==> config.mk <==
export PLATFORM = sky130hd
export DESIGN_NAME = mem_port_arbiter
export DESIGN_NICKNAME = d
export VERILOG_FILES = /design/src/rtl/mem_port_arbiter_pkg.sv /design/src/rtl/mem_port_arbiter_pick.sv /design/src/rtl/mem_port_arbiter.sv
export SDC_FILE = /design/constraint.sdc
export NUM_CORES = 1
export LEC_CHECK = 0
export ABC_AREA = 1
export CAP_MARGIN = 40
export CELL_PAD_IN_SITES_DETAIL_PLACEMENT = 1
export CELL_PAD_IN_SITES_GLOBAL_PLACEMENT = 1
export CORE_MARGIN = 10
export CORE_UTILIZATION = 23
export DETAILED_ROUTE_END_ITERATION = 12
export PLACE_DENSITY = 0.93
export SYNTH_ARGS = -nofsm -noshare
export SYNTH_HDL_FRONTEND = slang
export SYNTH_SLANG_ARGS = --single-unit
==> constraint.sdc <==
create_clock -name clk -period 3.5 [get_ports clk]
set_clock_uncertainty 0.1 [all_clocks]
set_input_delay 0.875 -clock clk [delete_from_list [all_inputs] [get_ports clk]]
set_output_delay 0.875 -clock clk [all_outputs]
set_load 0.005 [all_outputs]
==> src/rtl/mem_port_arbiter_pkg.sv <==
// Shared constants and owner tags for the fetch/load-store RAM arbiter.
// Imported by the arbiter top and its grant picker.
package mem_port_arbiter_pkg;

  localparam logic RstEnable   = 1'b1;
  localparam logic ChipEnable  = 1'b1;
  localparam logic ChipDisable = 1'b0;

  typedef enum logic [1:0] {
    OWN_NONE = 2'b00,
    OWN_IF   = 2'b01,
    OWN_D    = 2'b10
  } own_t;

  function automatic int cnt_width(input int max_wait);
    return (max_wait < 1) ? 1 : $clog2(max_wait + 1);
  endfunction

endpackage

==> src/rtl/mem_port_arbiter_pick.sv <==
// Combinational grant picker: data port first, fetch once starved.
// At most one grant is ever raised.
module mem_arb_pick
  import mem_port_arbiter_pkg::*;
#(
  parameter int IF_MAX_WAIT = 4,
  parameter int CNT_W       = 3
) (
  input  logic             if_req,
  input  logic             d_req,
  input  logic [CNT_W-1:0] starve_cnt,
  output logic             if_gnt,
  output logic             d_gnt
);

  logic starved;

  always_comb begin
    starved = (starve_cnt == CNT_W'(IF_MAX_WAIT));
    if_gnt  = if_req & (starved | ~d_req);
    d_gnt   = d_req & ~if_gnt;
  end

endmodule

==> src/rtl/mem_port_arbiter.sv <==
// Shares one synchronous RAM between fetch and load/store ports,
// routing read data back to its owner RD_LAT cycles after issue.
module mem_port_arbiter
  import mem_port_arbiter_pkg::*;
#(
  parameter int ADDR_W      = 32,
  parameter int DATA_W      = 32,
  parameter int RD_LAT      = 1,
  parameter int IF_MAX_WAIT = 4
) (
  input  logic                clk,
  input  logic                rst,
  input  logic                if_req,
  input  logic [ADDR_W-1:0]   if_addr,
  output logic                if_gnt,
  output logic                if_rvalid,
  output logic [DATA_W-1:0]   if_rdata,
  input  logic                d_req,
  input  logic                d_we,
  input  logic [ADDR_W-1:0]   d_addr,
  input  logic [DATA_W-1:0]   d_wdata,
  input  logic [DATA_W/8-1:0] d_wmask,
  output logic                d_gnt,
  output logic                d_rvalid,
  output logic [DATA_W-1:0]   d_rdata,
  output logic                mem_ce,
  output logic                mem_we,
  output logic [ADDR_W-1:0]   mem_addr,
  output logic [DATA_W-1:0]   mem_wdata,
  output logic [DATA_W/8-1:0] mem_wmask,
  input  logic [DATA_W-1:0]   mem_rdata,
  output logic                stall_req
);

  localparam int CNT_W = cnt_width(IF_MAX_WAIT);
  localparam logic [CNT_W-1:0] CNT_MAX = CNT_W'(IF_MAX_WAIT);

  logic [CNT_W-1:0] starve_q, starve_d;
  own_t [RD_LAT-1:0] tag_q, tag_d;
  logic [DATA_W-1:0] if_rdata_q, if_rdata_d;
  logic [DATA_W-1:0] d_rdata_q, d_rdata_d;
  logic if_pick, d_pick;
  own_t push, tail;

  mem_arb_pick #(
    .IF_MAX_WAIT(IF_MAX_WAIT),
    .CNT_W      (CNT_W)
  ) u_pick (
    .if_req    (if_req),
    .d_req     (d_req),
    .starve_cnt(starve_q),
    .if_gnt    (if_pick),
    .d_gnt     (d_pick)
  );

  assign tail = tag_q[RD_LAT-1];

  always_comb begin
    if_gnt     = 1'b0;
    d_gnt      = 1'b0;
    mem_ce     = ChipDisable;
    mem_we     = 1'b0;
    mem_addr   = '0;
    mem_wdata  = '0;
    mem_wmask  = '0;
    push       = OWN_NONE;
    if_rvalid  = 1'b0;
    d_rvalid   = 1'b0;
    if_rdata   = '0;
    d_rdata    = '0;
    stall_req  = 1'b0;
    starve_d   = starve_q;
    if (rst != RstEnable) begin
      if_gnt = if_pick;
      d_gnt  = d_pick;
      unique case (1'b1)
        if_gnt: begin
          mem_ce   = ChipEnable;
          mem_addr = if_addr;
          push     = OWN_IF;
        end
        d_gnt: begin
          mem_ce    = ChipEnable;
          mem_we    = d_we;
          mem_addr  = d_addr;
          mem_wdata = d_wdata;
          mem_wmask = d_we ? d_wmask : '0;
          push      = d_we ? OWN_NONE : OWN_D;
        end
        default: ;
      endcase
      if_rvalid = (tail == OWN_IF);
      d_rvalid  = (tail == OWN_D);
      if_rdata  = if_rvalid ? mem_rdata : if_rdata_q;
      d_rdata   = d_rvalid ? mem_rdata : d_rdata_q;
      stall_req = (if_req & ~if_gnt) | (d_req & ~d_gnt);
      // Counter only tracks data grants taken while fetch waits
      if (!if_req || if_gnt)
        starve_d = '0;
      else if (d_gnt && starve_q != CNT_MAX)
        starve_d = starve_q + CNT_W'(1);
    end
    if_rdata_d = if_rdata;
    d_rdata_d  = d_rdata;
    tag_d[0]   = push;
    for (int i = 1; i < RD_LAT; i++)
      tag_d[i] = tag_q[i-1];
  end

  always_ff @(posedge clk) begin
    if (rst == RstEnable) begin
      starve_q   <= '0;
      if_rdata_q <= '0;
      d_rdata_q  <= '0;
      for (int i = 0; i < RD_LAT; i++)
        tag_q[i] <= OWN_NONE;
    end else begin
      starve_q   <= starve_d;
      if_rdata_q <= if_rdata_d;
      d_rdata_q  <= d_rdata_d;
      tag_q      <= tag_d;
    end
  end

endmodule
==> impl_metrics.toml <==
[die]
row_count = 45
ioPinCount = 276
die_h_um = 145
dieArea_mm2 = 0.0211
core-area_mm2 = 0.0153
die_width_um = 145
initial_core_util_pct = 23.6

[detailed_routing]
wl_mm = 18.8
via_per_inst = 4.59
drc = 0
final_antenna_net_count = 0
wl_per_cell_um = 17.5
drtPass1Iterations = 4
via_count = 4917
first_iter_violations = 161

[sta]
worstMarginPinSlew_ps = 433
max_freq_mhz = 302
setup_slack_ps = 193
rsz0062_at_grt = "false"
whs_ps = 366
worst_slew_margin_rel_pct = 71.0
fin_crit_sh_pct = 94.5
hold_viol_final = 0
report.final.slew_viol_count = 0
finalSetupViolCount = 0
finalCriticalPeriod_ps = 3310
setup_tns_ps = 0

[worst_setup_path]
ff2ff_path_depth = 6
r2r-start = "tag_q[1]"
critPathMaxFanout = 12
crit_arrival_ps = 2330
setup.worst_path.end = "mem_addr[3]"
critPathRequiredTime_ps = 2520
r2r_end = "if_rdata_q[1]"
r2r_slack_ps = 1810
start_kind = "input port"
crit_path_start = "if_req"
critPathCaptureType = "primary output"
critPathKind = "in -> out"

[yosys]
syn_nets = 707
synth.cell_area_mm2 = 0.00361
ys_warn_count = 0
ys_ff_latch = 69
syn_area_per_cell_um2 = 6.36
synth_cell_types = 23
seq_area_frac_synth_pct = 38.2
synth_cells = 568

[cells_and_area]
final_common_cell = "clkdlybuf4s50_1"
nets = 994
fin_util_pct = 46.3
fillCellCount = 1921
layout-drive-gt1-share_pct = 7.44
antenna_cells = 0
synthToLayoutAreaGrowth_pct = 96.3
final_cell_mix = "clkdlybuf4s50_1 (270), nor2_1 (233), dfxtp_1 (69)"

[place]
detailed_place_hpwl_mm = 15.0
dp_slack_ps = -126
gp_congestion = 0.798
portBuffers = 275

[clock_tree]
cts_sinks = 69
clock_path_buffers = 2
clk_latency_ps = 330
htree_levels = 3
cts_setup_buffers = 0
numCtsBuffers = 9
cts_tree = "yes"
cts_root_buf = "clkbuf_16"
clkSlewWorstSetupHoldPaths_ps = 60

[status]
status = "completed"

[flow_run]
max-cap-violations = 0

[global_routing]
grt_max_degree = 34
globalRouteTotalUtil_pct = 17.0
grt_pass1_wl_mm = 29.1
grt_pass1_vias = 5342
antenna_found_initial = 0
grt-ovfl-total = 0

[worst_hold_path]
min_path_type = "reg -> reg"
hp-start = "if_rdata_q[18]"

[power]
ir_worst_vdd_v = 0.000219
p_per_area_mw_per_mm2 = 329
p_leak_nw = 2.97
p_total_mw = 2.33
==> registers in the layout, indices dropped and copies added, names as in the netlist <==
register / flops
d_rdata_q: 32
if_rdata_q: 32
starve_q: 3
tag_q: 2
==> area by class of cell <==
cell class | count | area (um^2) | area share, %
clock buffers | 12 | 246 | 3.48
clock inverters | 4 | 47.5 | 0.671
inverters | 43 | 166 | 2.35
multi-input cells | 415 | 1840 | 25.9
flip-flops and latches | 69 | 1380 | 19.5
well taps | 211 | 264 | 3.72
repair buffers | 317 | 3140 | 44.4
==> synth_stat cells <==
| cell | number | share of area [%] |
|---|---|---|
| a21oi_1 | 33 | 4.6 |
| buf_1 | 1 | 0.10 |
| buf_2 | 18 | 2.5 |
| buf_4 | 7 | 1.5 |
| buf_6 | 4 | 1.2 |
| clkbuf_1 | 11 | 1.1 |
| clkinv_2 | 1 | 0.14 |
| dfxtp_1 | 69 | 38 |
| ha_1 | 2 | 0.69 |
| inv_1 | 42 | 4.4 |
| nand2_1 | 8 | 0.83 |
| nand2_2 | 1 | 0.17 |
| nand2_4 | 1 | 0.31 |
| nand2_8 | 1 | 0.55 |
| nand3_1 | 64 | 8.9 |
| nand3_4 | 1 | 0.49 |
| nor2_1 | 233 | 24 |
| nor2_2 | 1 | 0.17 |
| nor3_1 | 4 | 0.55 |
| nor3_2 | 1 | 0.28 |
| o21ai_0 | 45 | 6.2 |
| o21ai_1 | 19 | 2.6 |
| xor2_1 | 1 | 0.24 |
==> routing by layer <==
metal | GRT usage [%] | vias to the layer above | share of wire (%)
met2 | 31.7 | 167 | 53
met4 | 5.36 | 0 | 1.8
met3 | 5.68 | 30 | 7.0
met1 | 17.4 | 2337 | 38
li1 | - | 2383 | -
met5 | 0 | - | 0
==> worst min path at each step <==
stage                           endpoint  slack, ps  depth (start not counted)
after floorplan              starve_q[0]        320                          1
after global routing      if_rdata_q[15]        390                          2
after CTS                    starve_q[0]        370                          1
final                     if_rdata_q[18]        370                          2
after detailed placement     starve_q[0]        350                          1
after global placement       starve_q[0]        330                          1
==> stage by stage <==
step / area [um^2] / std cells
final: 7090 / 1071
after global routing: 7090 / 1071
after CTS: 7090 / 1071
after detailed placement: 6750 / 1054
after global placement: 6750 / 1054
after floorplan: 3610 / 568
==> kinds of logic after synthesis <==
| family | Yosys count | synth area share, % |
|---|---|---|
| buffers and inverters | 84 | 10.9 |
| XOR/XNOR | 1 | 0.243 |
| adder cells (fa/ha/maj) | 2 | 0.693 |
| flip-flops | 69 | 38.2 |
| AND/OR/NAND/NOR | 315 | 36.4 |
| AO/OA/AOI/OAI | 97 | 13.4 |
==> power breakdown <==
group	switching, mW	internal (mW)	leakage [nW]
clock	0.341	0.569	0.143
combinational	0.246	0.344	2.26
sequential	0.00971	0.823	0.563
==> repair_timing <==
item / 4_1_cts / 5_1_grt
endpoints found under the setup margin: 64 / 0
hold buffers: 0 / 0
gates resized for setup: 10 / 0
endpoints found under the hold margin: 0 / 0
==> worst max-delay path, stage by stage <==
cell and delay (ps):
dlygate4sd2_1 360, buf_4 260, nand3_1 110, a21oi_1 170, clkdlybuf4s50_1 540
Note: power is estimated with default switching activity, not from simulation.
